`src/rtl/hilo_ctrl_pkg.sv`:
```
// Shared definitions for the HI/LO controller: op bit positions, FSM encoding
// and a small decode helper.
package hilo_ctrl_pkg;

    // Bit positions inside the one-hot hl_op vector.
    localparam int HL_OP_MULT  = 0;
    localparam int HL_OP_MULTU = 1;
    localparam int HL_OP_DIV   = 2;
    localparam int HL_OP_DIVU  = 3;
    localparam int HL_OP_MTHI  = 4;
    localparam int HL_OP_MTLO  = 5;
    localparam int HL_OP_MFHI  = 6;
    localparam int HL_OP_MFLO  = 7;

    // Controller FSM states.
    typedef enum logic [1:0] {
        HL_IDLE      = 2'd0,
        HL_DIV_WAIT  = 2'd1,
        HL_DIV_DRAIN = 2'd2
    } hl_state_t;

    // True when exactly one op bit is set; anything else is treated as illegal.
    function automatic logic hl_op_is_onehot(input logic [7:0] op);
        int unsigned cnt;
        cnt = 0;
        for (int i = 0; i < 8; i++) begin
            cnt = cnt + {31'd0, op[i]};
        end
        return (cnt == 1);
    endfunction

endpackage

```
`src/rtl/hilo_ctrl_if.sv`:
```
// Divider link between the HI/LO controller (master) and the external divider (slave).
//
// Handshake: div_in_valid is a single-cycle launch pulse; the divider samples
// div_op/divisor/dividend on the clock edge where it is high and must not be
// launched again until its result is consumed. The result transfers on any
// clock edge where div_out_valid and div_out_ready are both high; the divider
// holds div_result stable while div_out_valid is high and div_out_ready is low.
interface hilo_ctrl_if;
    logic [1:0]  div_op;         // [0] signed divide, [1] unsigned divide
    logic [31:0] divisor;
    logic [31:0] dividend;
    logic        div_in_valid;
    logic [63:0] div_result;     // {HI = remainder, LO = quotient}
    logic        div_out_valid;
    logic        div_out_ready;

    modport master (
        output div_op, divisor, dividend, div_in_valid, div_out_ready,
        input  div_result, div_out_valid
    );

    modport slave (
        input  div_op, divisor, dividend, div_in_valid, div_out_ready,
        output div_result, div_out_valid
    );
endinterface

```
`src/rtl/hilo_ctrl_mul.sv`:
```
// Single-cycle 32x32 -> 64 multiplier for MULT/MULTU.
module hilo_ctrl_mul (
    input  logic [1:0]  mul_op_i,     // {multu, mult}
    input  logic [31:0] src1_i,
    input  logic [31:0] src2_i,
    output logic [63:0] product_o
);
    logic        signed_mode;
    logic [63:0] a_ext;
    logic [63:0] b_ext;

    // Sign-extend for MULT, zero-extend otherwise; the low 64 bits of the
    // 64x64 product are then the correct two's-complement result either way.
    always_comb begin
        signed_mode = mul_op_i[0] & ~mul_op_i[1];
        a_ext       = {{32{signed_mode & src1_i[31]}}, src1_i};
        b_ext       = {{32{signed_mode & src2_i[31]}}, src2_i};
        product_o   = a_ext * b_ext;
    end
endmodule

```
`src/rtl/hilo_ctrl.sv`:
```
// HI/LO controller: owns the HI/LO registers, performs MULT/MT/MF in the
// issue cycle and runs DIV/DIVU on the external divider, stalling EXE until
// the result returns and draining an in-flight divide after a flush.
module hilo_ctrl
    import hilo_ctrl_pkg::*;
#(
    parameter logic [31:0] RESET_HI = 32'h0,
    parameter logic [31:0] RESET_LO = 32'h0
) (
    input  logic        clk,
    input  logic        rst,
    input  logic        op_valid,
    input  logic [7:0]  hl_op,
    input  logic [31:0] src1,
    input  logic [31:0] src2,
    input  logic        op_commit,
    input  logic        flush,
    output logic        op_done,
    output logic [31:0] mf_rdata,
    output logic [31:0] hi_out,
    output logic [31:0] lo_out,
    output hl_state_t   dbg_state,
    hilo_ctrl_if.master div
);
    hl_state_t   state_q, state_d;
    logic [31:0] hi_q, lo_q;
    logic [1:0]  div_op_q;
    logic [31:0] divisor_q, dividend_q;

    logic        op_legal, is_mult, is_div, is_mthi, is_mtlo, is_mfhi, is_mflo;
    logic        issue, go_div;
    logic [63:0] product;

    // Controls produced by the output process.
    logic launch, out_ready, done_c;
    logic wr_prod, wr_div, wr_hi, wr_lo;

    // Op decode; an illegal (non one-hot) op enables nothing.
    assign op_legal = hl_op_is_onehot(hl_op);
    assign is_mult  = op_legal & (hl_op[HL_OP_MULT] | hl_op[HL_OP_MULTU]);
    assign is_div   = op_legal & (hl_op[HL_OP_DIV]  | hl_op[HL_OP_DIVU]);
    assign is_mthi  = op_legal & hl_op[HL_OP_MTHI];
    assign is_mtlo  = op_legal & hl_op[HL_OP_MTLO];
    assign is_mfhi  = op_legal & hl_op[HL_OP_MFHI];
    assign is_mflo  = op_legal & hl_op[HL_OP_MFLO];
    assign issue    = op_valid & ~flush & ~rst;
    assign go_div   = issue & is_div & op_commit;

    hilo_ctrl_mul u_mul (
        .mul_op_i  ({hl_op[HL_OP_MULTU], hl_op[HL_OP_MULT]}),
        .src1_i    (src1),
        .src2_i    (src2),
        .product_o (product)
    );

    // State register.
    always_ff @(posedge clk) begin
        if (rst) state_q <= HL_IDLE;
        else     state_q <= state_d;
    end

    // Next-state logic: a flush while waiting leaves a divide in flight that
    // must still be consumed before the divider can be launched again.
    always_comb begin
        state_d = state_q;
        case (state_q)
            HL_IDLE: begin
                if (state_q == HL_IDLE && go_div) state_d = HL_DIV_WAIT;
            end
            HL_DIV_WAIT: begin
                if (div.div_out_valid) state_d = HL_IDLE;
                else if (flush)        state_d = HL_DIV_DRAIN;
            end
            HL_DIV_DRAIN: begin
                if (div.div_out_valid) state_d = HL_IDLE;
            end
            default: state_d = HL_IDLE;
        endcase
    end

    // Output logic: handshake, op_done and HI/LO write enables.
    always_comb begin
        launch    = 1'b0;
        out_ready = 1'b0;
        done_c    = 1'b0;
        wr_prod   = 1'b0;
        wr_div    = 1'b0;
        wr_hi     = 1'b0;
        wr_lo     = 1'b0;
        if (!rst) begin
            case (state_q)
                HL_IDLE: begin
                    if (issue) begin
                        if (is_div && op_commit) begin
                            launch = 1'b1;
                        end else begin
                            done_c = 1'b1;
                            if (op_commit) begin
                                wr_prod = is_mult;
                                wr_hi   = is_mthi;
                                wr_lo   = is_mtlo;
                            end
                        end
                    end
                end
                HL_DIV_WAIT: begin
                    out_ready = 1'b1;
                    if (div.div_out_valid && !flush) begin
                        done_c = 1'b1;
                        wr_div = 1'b1;
                    end
                end
                HL_DIV_DRAIN: begin
                    out_ready = 1'b1;
                end
                default: ;
            endcase
        end
    end

    // HI/LO registers.
    always_ff @(posedge clk) begin
        if (rst) begin
            hi_q <= RESET_HI;
            lo_q <= RESET_LO;
        end else if (wr_prod) begin
            {hi_q, lo_q} <= product;
        end else if (wr_div) begin
            {hi_q, lo_q} <= div.div_result;
        end else begin
            if (wr_hi) hi_q <= src1;
            if (wr_lo) lo_q <= src1;
        end
    end

    // Divider operands captured at launch and held for the whole divide.
    always_ff @(posedge clk) begin
        if (rst) begin
            div_op_q   <= 2'b00;
            divisor_q  <= 32'h0;
            dividend_q <= 32'h0;
        end else if (launch) begin
            div_op_q   <= {hl_op[HL_OP_DIVU], hl_op[HL_OP_DIV]};
            divisor_q  <= src2;
            dividend_q <= src1;
        end
    end

    // In the launch cycle the divider sees the live operands; afterwards the held copy.
    assign div.div_in_valid  = launch;
    assign div.div_out_ready = out_ready;
    assign div.div_op        = launch ? {hl_op[HL_OP_DIVU], hl_op[HL_OP_DIV]} : div_op_q;
    assign div.divisor       = launch ? src2 : divisor_q;
    assign div.dividend      = launch ? src1 : dividend_q;

    assign op_done   = done_c;
    assign hi_out    = hi_q;
    assign lo_out    = lo_q;
    assign dbg_state = state_q;
    assign mf_rdata  = is_mfhi ? hi_q : (is_mflo ? lo_q : 32'h0);

endmodule

```
`src/flat_wrapper.sv`:
```
// flat-port wrapper written by rule: the top's interface ports become plain ports
module hilo_ctrl_flat import hilo_ctrl_pkg::*;
#(
    parameter logic [31:0] RESET_HI = 32'h0,
    parameter logic [31:0] RESET_LO = 32'h0
)
  (clk, rst, op_valid, hl_op, src1, src2, op_commit, flush, op_done, mf_rdata, hi_out, lo_out, dbg_state, div_div_op, div_divisor, div_dividend, div_div_in_valid, div_div_out_ready, div_div_result, div_div_out_valid);
  hilo_ctrl_if div_i ();
  input  logic clk;
  input  logic rst;
  input  logic op_valid;
  input  logic [7:0] hl_op;
  input  logic [31:0] src1;
  input  logic [31:0] src2;
  input  logic op_commit;
  input  logic flush;
  output logic op_done;
  output logic [31:0] mf_rdata;
  output logic [31:0] hi_out;
  output logic [31:0] lo_out;
  output hl_state_t dbg_state;
  output wire logic [$bits(div_i.div_op)-1:0] div_div_op;
  output wire logic [$bits(div_i.divisor)-1:0] div_divisor;
  output wire logic [$bits(div_i.dividend)-1:0] div_dividend;
  output wire logic [$bits(div_i.div_in_valid)-1:0] div_div_in_valid;
  output wire logic [$bits(div_i.div_out_ready)-1:0] div_div_out_ready;
  input wire logic [$bits(div_i.div_result)-1:0] div_div_result;
  input wire logic [$bits(div_i.div_out_valid)-1:0] div_div_out_valid;
  assign div_div_op = div_i.div_op;
  assign div_divisor = div_i.divisor;
  assign div_dividend = div_i.dividend;
  assign div_div_in_valid = div_i.div_in_valid;
  assign div_div_out_ready = div_i.div_out_ready;
  assign div_i.div_result = div_div_result;
  assign div_i.div_out_valid = div_div_out_valid;
  hilo_ctrl #(.RESET_HI(RESET_HI), .RESET_LO(RESET_LO)) u_core (.clk(clk), .rst(rst), .op_valid(op_valid), .hl_op(hl_op), .src1(src1), .src2(src2), .op_commit(op_commit), .flush(flush), .op_done(op_done), .mf_rdata(mf_rdata), .hi_out(hi_out), .lo_out(lo_out), .dbg_state(dbg_state), .div(div_i));
endmodule
```
`config.mk`:
```
export PLATFORM = sky130hd
export DESIGN_NAME = hilo_ctrl_flat
export DESIGN_NICKNAME = d
export VERILOG_FILES = /design/src/rtl/hilo_ctrl_pkg.sv /design/src/rtl/hilo_ctrl_if.sv /design/src/rtl/hilo_ctrl_mul.sv /design/src/rtl/hilo_ctrl.sv /design/src/flat_wrapper.sv
export SDC_FILE = /design/constraint.sdc
export NUM_CORES = 2
export LEC_CHECK = 0
export ABC_AREA = 0
export CORE_UTILIZATION = 39
export CTS_CLUSTER_SIZE = 28
export DETAILED_ROUTE_END_ITERATION = 12
export PLACE_DENSITY = 0.62
export SLEW_MARGIN = 20
export SYNTH_ARGS = -nofsm -noshare
export SYNTH_HDL_FRONTEND = slang
export SYNTH_SLANG_ARGS = --single-unit
```
`constraint.sdc`:
```
create_clock -name clk -period 11.5 [get_ports clk]
set_input_delay 3.45 -clock clk [delete_from_list [all_inputs] [get_ports clk]]
set_output_delay 3.45 -clock clk [all_outputs]
set_load 0.01 [all_outputs]
```
==> reports/results.ini <==
[status]
status=complete, but fails checks
violations=design-rule violations

[detailed_routing]
met2_length_um=72500
drtIter0Drc=3168
num_vias=37000
highest_layer=met5
dr.pass1.iters=10
wl_met3_um=11800
drt-total-wl_um=152000
ant_nets=0
drt-met1-wl_um=62500
post_drt_wl_per_cell_um=21.5
drcViolationCount=132
vias_per_cell=5.21

[timing]
slew-limit-headroom_pct=27.3
fin_ws_ps=125
maxSlewViolCount=0
post-route-period-util_pct=98.9
holdWs_ps=470
final-setup-viol-count=0
tns_ps=0
rsz0062_at_grt=true
worst_pin_slew_ps=1090
fin_skew_ps=17.8
period_minus_slack_ps=11370
hold_violations=0
fmaxAchievable_mhz=87.9

[setup_path]
path_max_fanout=10
critPathArrivalTime_ps=7920
crit_required_ps=8050
cp-start-kind=primary input
end_kind=output pin
r2r_cells=10
criticalPathCategory=in2out

[logic_synthesis]
post_synth_num_cell_types=81
synth_most_common_cell=inv_1
ys_ff_latch=132
syn_nets=6676
yosys.area.top_type=fa_1
netlist_area_um2=45100
ys.flop_type=dfxtp_1
synth-seq-area-share_pct=5.86
synth_top_area_share_pct=50.2
synth-async-reset-ratio_pct=0
ys_top_cells_by_count=inv_1 (1,208), fa_1 (1,129), nand2_1 (1,002)
syn_avg_cell_area_um2=8.69
synth_edf_count=0
synthCells=5185
synth.area.top_cells=fa_1 (50%), inv_1 (10%), nand2_1 (8.3%)
yosysWarnings=0

[cts]
cts_tree=built
clk_path_buf_depth=2
clk_pin_slew_worst_paths_ps=70
h-tree-depth=4
cts_sinks=132
clock_latency_ps=490
ctsHoldBuffers=0
root_buffer=clkbuf_16
numCtsBuffers=17

[global_routing]
grt-ovfl-total=0
grt_pass1_wl_um=237000
grt_use_total_pct=26.7
antenna_found_initial=17
grt_start_max_net_pins=76
grt_pass1_vias=39200

[worst_hold_path]
hold_depth=2
hp-class=reg2reg

[floorplanning]
die_area_um2=117000
start_util_pct=39.4
io_pins=309
die_x_um=342
rows=124
die_h_um=342
core_area_um2=115000

[cells_and_area]
layout.nets=7054
fin_cells=7098
final_layout_size_suffix_gt1_share_pct=9.63
areaGrowthSynthToFinish_pct=18.7

[placement]
gp_congestion=0.948
place_inst=7050
portBuffers=308
dp_hpwl_um=123000
dpl_worst_slack_ps=-429

[job]
maxCapViolCount=0

worst max-delay path, cell delays in order:
cell             delay, ps
clkdlybuf4s50_1        490
inv_1                   60
buf_4                  130
ha_1                   260
inv_1                   50
fa_1                   520
fa_1                   440
fa_1                   390
inv_2                   90
fa_1                   410
nor2_2                 140
o21ai_1                 90
or3_4                  450
buf_12                 190
mux2_2                 230
clkdlybuf4s50_1        530
worst paths after layout:
kind,from,endpoint,slack [ps]
worst min register to register,u_core.lo_out[8],u_core.lo_out[8],470
worst max-delay path,hl_op[1],div_dividend[7],130
worst min-delay path,u_core.lo_out[8],u_core.lo_out[8],470
worst max register to register,u_core.dbg_state[0],u_core.hi_out[17],8120
metrics by stage:
| step | utilization [%] | instance area (µm²) |
|---|---|---|
| 2_1_floorplan | - | 45100 |
| 3_3_place_gp | 45.8 | 52500 |
| 3_5_place_dp | 45.8 | 52500 |
| 4_1_cts | 46.3 | 53100 |
| 5_1_grt | 46.7 | 53500 |
| 6_report | 46.7 | 53500 |
metal layers:
metal | global-route usage [%] | up-vias
met5 | 0 | -
met2 | 43.9 | 1575
met1 | 35.9 | 19200
li1 | - | 15900
met4 | 9.25 | 6
met3 | 3.88 | 303
placed cells by master, fill, tap and decap left out, types with 8 or more instances in the layout:
cell type	count
nor2b_1	76
nand2_1	1002
dlygate4sd2_1	9
nand3_1	32
buf_2	12
o211ai_1	20
dfxtp_1	132
inv_1	1205
ha_1	213
a22o_1	33
o21ai_1	20
a21oi_1	136
clkdlybuf4s50_1	231
and3_1	27
a21o_1	43
clkbuf_16	18
nand4_1	16
buf_4	326
and2_1	297
o21bai_1	9
o21a_1	8
diode_2	11
fa_1	1126
mux2_2	27
nor3_1	14
dlymetal6s2s_1	54
xor2_1	25
a211oi_1	47
o21ai_0	42
xnor2_1	47
or2_2	11
a31oi_1	9
buf_12	69
nor2_1	99
cell type report:
class                           instances  area [µm²]
Tap cell                             1512        1890
Clock buffer                           17         425
Timing Repair Buffer                  708        7070
Antenna cell                           11        27.5
Multi-Input combinational cell       3495       36700
Inverter                             1209        4550
Fill cell                           11100       61000
Sequential cell                       132        2640
Clock inverter                         14         145
state kept, by name (all words and copies together), names as in the netlist:
signal and count:
u_core.dividend_q 32, u_core.dbg_state 2, u_core.lo_out 32, u_core.div_op_q 2, u_core.divisor_q 32, u_core.hi_out 32
repair_timing:
action                     4_1_cts  5_1_grt
setup endpoints to repair       66       74
gates resized for setup         17       94
pin swaps                        1       18
buffers inserted                 1        4
cloned                           1        1
logic make-up after synthesis:
group | synth area share [%]
AOI/OAI and AO/OA | 6.37
xor gates and xnor gates | 1.40
adders and majority gates | 56.3
buffers and inverters | 13.1
DFF | 5.86
muxes | 0.786
and+or+nand+nor | 16.2
Power is left out: the tool's default activity adds up to more than one toggle a clock period on the data nets, which glitch-free logic cannot reach.
